[src/rtl/riscv_mem_pkg.sv]
// Shared definitions for the core-to-memory access bridge.
//   - RV32I load/store funct3 width codes
//   - bridge FSM state encoding
//   - default MMIO addresses and bus timeout
//   - helpers that classify an access as legal / misaligned
package riscv_mem_pkg;

  localparam logic [2:0] F3_B  = 3'b000;
  localparam logic [2:0] F3_H  = 3'b001;
  localparam logic [2:0] F3_W  = 3'b010;
  localparam logic [2:0] F3_BU = 3'b100;
  localparam logic [2:0] F3_HU = 3'b101;

  typedef enum logic [1:0] {
    ST_IDLE = 2'd0,
    ST_BUS  = 2'd1,
    ST_RESP = 2'd2,
    ST_ERR  = 2'd3
  } state_t;

  localparam logic [31:0] DEF_HALT_ADDR    = 32'h0000_0FFC;
  localparam logic [31:0] DEF_CONSOLE_ADDR = 32'h0000_0FF8;
  localparam int          DEF_TIMEOUT      = 16;

  // Stores accept only SB/SH/SW; loads additionally accept LBU/LHU.
  function automatic logic f3_legal(input logic we, input logic [2:0] f3);
    logic ok;
    ok = 1'b0;
    case (f3)
      F3_B, F3_H, F3_W: ok = 1'b1;
      F3_BU, F3_HU:     ok = !we;
      default:          ok = 1'b0;
    endcase
    return ok;
  endfunction

  // funct3[1:0] encodes the access width for every legal code.
  function automatic logic misaligned(input logic [2:0] f3, input logic [1:0] lo);
    logic bad;
    bad = 1'b0;
    case (f3[1:0])
      2'b01:   bad = lo[0];
      2'b10:   bad = (lo != 2'b00);
      default: bad = 1'b0;
    endcase
    return bad;
  endfunction

endpackage

[src/rtl/mem_lane_align.sv]
// Combinational byte-lane steering for the memory bridge.
// Ports:
//   funct3     in  3   RV32I load/store width code
//   addr_lo    in  2   byte offset within the word
//   store_data in  32  right-aligned store data from the core
//   load_word  in  32  raw word read from memory / MMIO
//   be         out 4   store byte enables (0 for non-store codes)
//   store_word out 32  store data replicated across all lanes
//   load_data  out 32  extracted and sign/zero-extended load data
module mem_lane_align
  import riscv_mem_pkg::*;
(
  input  logic [2:0]  funct3,
  input  logic [1:0]  addr_lo,
  input  logic [31:0] store_data,
  input  logic [31:0] load_word,
  output logic [3:0]  be,
  output logic [31:0] store_word,
  output logic [31:0] load_data
);

  logic [7:0]  byte_sel;
  logic [15:0] half_sel;

  always_comb begin
    byte_sel = load_word[7:0];
    case (addr_lo)
      2'd0:    byte_sel = load_word[7:0];
      2'd1:    byte_sel = load_word[15:8];
      2'd2:    byte_sel = load_word[23:16];
      default: byte_sel = load_word[31:24];
    endcase
    half_sel = addr_lo[1] ? load_word[31:16] : load_word[15:0];
  end

  // Replicating the data means memory can simply honour be without
  // needing its own shifter.
  always_comb begin
    be         = 4'b0000;
    store_word = store_data;
    case (funct3)
      F3_B: begin
        be         = 4'b0001 << addr_lo;
        store_word = {4{store_data[7:0]}};
      end
      F3_H: begin
        be         = 4'b0011 << {addr_lo[1], 1'b0};
        store_word = {2{store_data[15:0]}};
      end
      F3_W:    be = 4'b1111;
      default: be = 4'b0000;
    endcase
  end

  always_comb begin
    load_data = load_word;
    case (funct3)
      F3_B:    load_data = {{24{byte_sel[7]}}, byte_sel};
      F3_H:    load_data = {{16{half_sel[15]}}, half_sel};
      F3_BU:   load_data = {24'h000000, byte_sel};
      F3_HU:   load_data = {16'h0000, half_sel};
      default: load_data = load_word;
    endcase
  end

endmodule

[src/rtl/mem_access_bridge.sv]
// Bridge between the multicycle core's memory port and the unified memory.
// Turns a held core request into a req/ack memory transaction with a
// bounded wait, formats lanes, decodes the console and halt MMIO words,
// and reports misaligned / illegal / timed-out accesses on core_err.
//
// Handshakes:
//   core side: core_req is held by the core until core_ready; core_ready is
//     a one-cycle completion pulse, core_err/core_rdata are valid with it.
//   mem side: mem_req and all mem_* fields are registered and held stable
//     until the cycle mem_ack is sampled high (mem_rdata valid that cycle).
//
// Ports:
//   clk, reset (async, active-low)
//   core_req/we/addr/wdata/funct3 in ; core_ready/rdata/err out
//   mem_req/we/addr/wdata/be out ; mem_ack/mem_rdata in
//   con_valid/con_data out : console byte pulse
//   halted out              : sticky halt flag
//   dbg_state out           : current FSM state (state_t encoding)
module mem_access_bridge
  import riscv_mem_pkg::*;
#(
  parameter logic [31:0] HALT_ADDR    = DEF_HALT_ADDR,
  parameter logic [31:0] CONSOLE_ADDR = DEF_CONSOLE_ADDR,
  parameter int          TIMEOUT      = DEF_TIMEOUT
) (
  input  logic        clk,
  input  logic        reset,
  input  logic        core_req,
  input  logic        core_we,
  input  logic [31:0] core_addr,
  input  logic [31:0] core_wdata,
  input  logic [2:0]  core_funct3,
  output logic        core_ready,
  output logic [31:0] core_rdata,
  output logic        core_err,
  output logic        mem_req,
  output logic        mem_we,
  output logic [31:0] mem_addr,
  output logic [31:0] mem_wdata,
  output logic [3:0]  mem_be,
  input  logic        mem_ack,
  input  logic [31:0] mem_rdata,
  output logic        con_valid,
  output logic [7:0]  con_data,
  output logic        halted,
  output logic [1:0]  dbg_state
);

  localparam int CW = $clog2(TIMEOUT + 1);

  state_t         state_q, state_d;
  logic [CW-1:0]  cnt_q;
  logic [2:0]     f3_q;
  logic [1:0]     lo_q;
  logic [31:0]    rdata_q;

  logic        hit_halt, hit_con, hit_mmio, bad, timed_out;
  logic [2:0]  al_f3;
  logic [1:0]  al_lo;
  logic [31:0] al_word, al_wdata, al_load;
  logic [3:0]  al_be;

  // Classification of the request presented at the core port.
  always_comb begin
    hit_halt  = (core_addr[31:2] == HALT_ADDR[31:2]);
    hit_con   = (core_addr[31:2] == CONSOLE_ADDR[31:2]);
    hit_mmio  = hit_halt || hit_con;
    bad       = !f3_legal(core_we, core_funct3)
             || misaligned(core_funct3, core_addr[1:0])
             || (hit_mmio && core_we && !(core_funct3 == F3_B || core_funct3 == F3_W));
    timed_out = (cnt_q == CW'(TIMEOUT - 1));
  end

  // One aligner serves both phases: in IDLE it formats the incoming store
  // and any MMIO load word, in BUS it formats the memory read using the
  // fields captured at accept time.
  always_comb begin
    if (state_q == ST_IDLE) begin
      al_f3   = core_funct3;
      al_lo   = core_addr[1:0];
      al_word = hit_halt ? {31'b0, halted} : 32'h0;
    end else begin
      al_f3   = f3_q;
      al_lo   = lo_q;
      al_word = mem_rdata;
    end
  end

  mem_lane_align u_align (
    .funct3     (al_f3),
    .addr_lo    (al_lo),
    .store_data (core_wdata),
    .load_word  (al_word),
    .be         (al_be),
    .store_word (al_wdata),
    .load_data  (al_load)
  );

  always_ff @(posedge clk or negedge reset) begin
    if (!reset) state_q <= ST_IDLE;
    else        state_q <= state_d;
  end

  always_comb begin
    state_d = state_q;
    case (state_q)
      ST_IDLE: begin
        if (core_req) begin
          if (bad)           state_d = ST_ERR;
          else if (hit_mmio) state_d = ST_RESP;
          else               state_d = ST_BUS;
        end
      end
      ST_BUS: begin
        if (mem_ack)        state_d = ST_RESP;
        else if (timed_out) state_d = ST_ERR;
      end
      ST_RESP: state_d = ST_IDLE;
      ST_ERR:  state_d = ST_IDLE;
      default: state_d = ST_IDLE;
    endcase
  end

  always_ff @(posedge clk or negedge reset) begin
    if (!reset) begin
      cnt_q     <= '0;
      f3_q      <= 3'b000;
      lo_q      <= 2'b00;
      rdata_q   <= 32'h0;
      mem_req   <= 1'b0;
      mem_we    <= 1'b0;
      mem_addr  <= 32'h0;
      mem_wdata <= 32'h0;
      mem_be    <= 4'b0000;
      con_valid <= 1'b0;
      con_data  <= 8'h00;
      halted    <= 1'b0;
    end else begin
      con_valid <= 1'b0;
      case (state_q)
        ST_IDLE: begin
          cnt_q <= '0;
          if (core_req && !bad) begin
            if (hit_mmio) begin
              // MMIO completes without touching memory; the store side
              // effect lands on this accept edge.
              rdata_q <= core_we ? 32'h0 : al_load;
              if (core_we && hit_halt) halted <= 1'b1;
              if (core_we && hit_con) begin
                con_valid <= 1'b1;
                con_data  <= core_wdata[7:0];
              end
            end else begin
              mem_req   <= 1'b1;
              mem_we    <= core_we;
              mem_addr  <= {core_addr[31:2], 2'b00};
              mem_wdata <= core_we ? al_wdata : 32'h0;
              mem_be    <= core_we ? al_be : 4'b0000;
              f3_q      <= core_funct3;
              lo_q      <= core_addr[1:0];
            end
          end
        end
        ST_BUS: begin
          if (mem_ack) begin
            rdata_q <= mem_we ? 32'h0 : al_load;
            mem_req <= 1'b0;
            mem_we  <= 1'b0;
            mem_be  <= 4'b0000;
          end else if (timed_out) begin
            mem_req <= 1'b0;
            mem_we  <= 1'b0;
            mem_be  <= 4'b0000;
          end else begin
            cnt_q <= cnt_q + CW'(1);
          end
        end
        default: ;
      endcase
    end
  end

  assign core_ready = (state_q == ST_RESP) || (state_q == ST_ERR);
  assign core_err   = (state_q == ST_ERR);
  assign core_rdata = (state_q == ST_RESP) ? rdata_q : 32'h0;
  assign dbg_state  = state_q;

endmodule

[config.mk]
export PLATFORM = sky130hd
export DESIGN_NAME = mem_access_bridge
export DESIGN_NICKNAME = d
export VERILOG_FILES = /design/src/rtl/riscv_mem_pkg.sv /design/src/rtl/mem_lane_align.sv /design/src/rtl/mem_access_bridge.sv
export SDC_FILE = /design/constraint.sdc
export NUM_CORES = 1
export LEC_CHECK = 0
export CAP_MARGIN = 20
export CORE_ASPECT_RATIO = 0.9
export CORE_MARGIN = 3
export CORE_UTILIZATION = 41
export CTS_CLUSTER_SIZE = 12
export DETAILED_ROUTE_END_ITERATION = 10
export GPL_TIMING_DRIVEN = 0
export HOLD_SLACK_MARGIN = 0.1
export PLACE_DENSITY = 0.87
export SKIP_LAST_GASP = 1
export SLEW_MARGIN = 20
export SYNTH_ARGS = -nofsm -noshare
export SYNTH_HDL_FRONTEND = slang
export SYNTH_SLANG_ARGS = --single-unit
[constraint.sdc]
create_clock -name clk -period 2 [get_ports clk]
set_input_delay 0.4 -clock clk [delete_from_list [all_inputs] [get_ports clk]]
set_output_delay 0.4 -clock clk [all_outputs]
set_load 0.005 [all_outputs]
==> results.sh <==
export IMPL_outcome="finished, violations left"
export IMPL_violations="negative setup slack"
export IMPL_fin_crit_ns=2.22
export IMPL_cts_path_max_buffers=2
export IMPL_synth_top_family_by_area="compound AO/OA/AOI/OAI gates"
export IMPL_place_hpwl_um=15300
export IMPL_drt_vias_per_instance=5.78
export IMPL_rsz0062_at_grt="true"
export IMPL_row_count=42
export IMPL_routed_wirelength_um=25500
export IMPL_ys_flop_type="dfrtp_1"
export IMPL_die_area_um2=16800
export IMPL_final_cells=1131
export IMPL_timing_fmax_mhz=451
export IMPL_critPathMaxFanout=5
export IMPL_met3_usage=0.0879
export IMPL_grt_total_usage=0.281
export IMPL_cp_cell_sequence="buf_6 > nor2_4 > nand2_2 > or4_4 > buf_12 > bufbuf_16 > mux2_4"
export IMPL_synth_compound_area_frac=0.167
export IMPL_ios=220
export IMPL_nets=1029
export IMPL_p_leak_nw=5.25
export IMPL_cpPeakStageDelay_ns=0.56
export IMPL_setup_ws_ns=-0.218
export IMPL_grt_max_degree=77
export IMPL_cts_tree="done"
export IMPL_hold_path_class="input port to register"
export IMPL_synthAdderAreaFrac=0.00999
export IMPL_fin_setup_tns_ns=-12.00
export IMPL_num_antenna_cells=0
export IMPL_syn_area_um2=6260
export IMPL_synth_xor_xnor_area_share=0
export IMPL_drtIter0Drc=467
export IMPL_slew_limit_headroom=0.516
export IMPL_wl_per_cell_um=22.5
export IMPL_portBuffers=217
export IMPL_synth_seq_cells=122
export IMPL_worst_path_buf_inv=3
export IMPL_grt_pass1_wl_um=36000
export IMPL_fill_cells=914
export IMPL_grt_pass1_vias=6589
export IMPL_synth_top_area_share=0.488
export IMPL_cp_start_kind="register"
export IMPL_antenna_found_initial=0
export IMPL_ant_nets=0
export IMPL_final_setup_viol_count=125
export IMPL_p_per_area_nw_per_um2=1490
export IMPL_fin_skew_ns=0.00907
export IMPL_yosys_top_cells_area="dfrtp_1 49%, mux2_2 8.6%, mux2i_1 5.4%"
export IMPL_syn_inst=603
export IMPL_gp_congestion=0.886
export IMPL_start_util=0.423
export IMPL_synthMuxAreaShare=0.144
export IMPL_clk_pin_slew_worst_paths_ns=0.06
export IMPL_tightest_slew_ns=0.726
export IMPL_clk_latency_ns=0.43
export IMPL_syn_avg_cell_area_um2=10.4
export IMPL_multi_input_area_um2=3660
export IMPL_cp_slowest_cell="or4_4"
export IMPL_yosysSeqAreaShare=0.488
export IMPL_via_count=6538
export IMPL_cts_buffers=17
export IMPL_root_buffer="clkbuf_16"
export IMPL_numPlacedInstances=1020
export IMPL_synth_edff_count=0
export IMPL_synth_simple_area_share=0.147
export IMPL_drv_cap=0
export IMPL_use_met1=0.342
export IMPL_synth_top_cell_by_area="dfrtp_1"
export IMPL_final_period_utilization=1.11
export IMPL_htree_num_levels=4
export IMPL_async_flop_share=1.00
export IMPL_ys_types=55
export IMPL_post_route_util=0.754
export IMPL_drive_gt1_frac=0.377
export IMPL_die_y_um=123
export IMPL_met2_usage=0.461
export IMPL_core_um2=14800
export IMPL_area_delta_synth_final_pct=78.5
export IMPL_cp_required_ns=2.31
export IMPL_synthMostInstantiatedCell="dfrtp_1"
export IMPL_path_delay_family="simple AND/OR/NAND/NOR gates"
export IMPL_grt_busiest_layer="met2"
export IMPL_final_seq_area_um2=3060
export IMPL_worstSetupPathType="register to register"
export IMPL_dieWidth_um=136
export IMPL_synth_common_cells="122 x dfrtp_1, 82 x nand2_1, 50 x o21ai_0, 48 x mux2_2, 37 x and2_1"
export IMPL_drc=0
export IMPL_slew_violations=0
export IMPL_cts_sinks=122
export IMPL_arrival_ns=2.52
export IMPL_gr_total_overflow=0
export IMPL_hold_viol_final=0
export IMPL_drt_pass1_iter_count=7
export IMPL_yosys_warnings=0
export IMPL_fin_hold_ws_ns=0.246
export IMPL_end_kind="register"
export IMPL_vdd_drop_max_uv=906
[area by class of cell]
cell class,count,area share
Multi-Input combinational cell,428,0.327
Clock inverter,14,0.0166
Timing Repair Buffer,305,0.283
Tap cell,198,0.0222
Inverter,11,0.00414
Sequential cell,122,0.273
Clock buffer,18,0.0393
Buffer,35,0.0341
[routing by layer]
metal,wire length (µm),part of all wire,up-vias
met5,0,0,-
met4,1140,0.045,0
met3,2510,0.099,97
met2,12500,0.49,450
met1,9300,0.37,3171
li1,-,-,2820
[power by group]
part / total, mW / internal [mW] / switching (mW)
logic: 9.17 / 5.11 / 4.06
clock network: 3.28 / 2.02 / 1.26
registers: 4.22 / 3.44 / 0.774
[metrics by stage]
stage | setup slack (ns) | total power, mW | instance area [µm²]
after floorplan | -0.0762 | 7.39 | 6490
after global placement | -4.29 | 10.2 | 8910
after detailed placement | -1.12 | 10.3 | 8940
after CTS | -0.174 | 15.1 | 10500
after global routing | -0.254 | 17.4 | 11200
final | -0.218 | 16.7 | 11200
[cell families (layout without fill, tap and decap cells)]
group                    Yosys count  count (layout)
AO/OA/AOI/OAI                    153             153
adder cells (fa/ha/maj)            5               5
buffers and inverters             54             383
flip-flops                       122             122
multiplexers                      83              83
other                              1               2
AND/OR/NAND/NOR                  185             185
[worst register-to-register path: stages, from the launching register on]
cell,delay (ns)
dfrtp_2,0.44
buf_6,0.14
nor2_4,0.13
nand2_2,0.08
or4_4,0.56
buf_12,0.17
bufbuf_16,0.28
mux2_4,0.30
[repair_timing]
item	CTS	global route
pin swaps	36	56
hold buffers	1	0
setup buffers	51	30
resized for setup	307	172
gates cloned	6	4
endpoints found under the hold margin	75	0
setup endpoints to repair	146	147
[worst paths after layout]
| kind | slack, ns | cells past startpoint | startpoint | endpoint |
|---|---|---|---|---|
| worst max register to register | -0.22 | 7 | dbg_state[1] | mem_addr[2] |
| worst min register to register | 0.48 | 2 | mem_wdata[18] | mem_wdata[18] |
| max in group asynchronous | 0.69 | 3 | reset | mem_we |
| worst min-delay path | 0.25 | 2 | core_addr[20] | mem_addr[20] |
| worst max-delay path | -0.22 | 7 | dbg_state[1] | mem_addr[2] |
| min in group asynchronous | 0.61 | 2 | reset | rdata_q[21] |
[cell usage in the layout (no fill, tap or decap), types with 4 or more instances in the layout]
master	n
a21oi_1	21
a222oi_1	4
a22o_1	23
and2_1	11
and2_4	26
buf_12	8
buf_2	11
buf_4	38
buf_6	64
buf_8	13
clkbuf_16	22
clkbuf_2	11
clkdlybuf4s15_1	8
clkdlybuf4s50_1	146
clkinv_4	5
dfrtp_1	119
dlygate4sd2_1	21
dlymetal6s2s_1	4
ha_1	4
inv_1	9
inv_6	5
mux2_2	9
mux2_4	39
mux2i_1	32
nand2_1	69
nand2_2	12
nor2_1	18
nor2_4	7
nor3_1	4
o21ai_0	25
o21ai_1	22
o21ai_2	6
o221ai_2	6
o31ai_1	4
o31ai_4	4
[state kept, by name, indices dropped and copies added (netlist names), 2 cells and up]
signal / count
con_data: 8
cnt_q: 5
rdata_q: 32
f3_q: 3
lo_q: 2
mem_wdata: 32
mem_be: 4
mem_addr: 30
dbg_state: 2
Power figures use the tool's default switching activity.
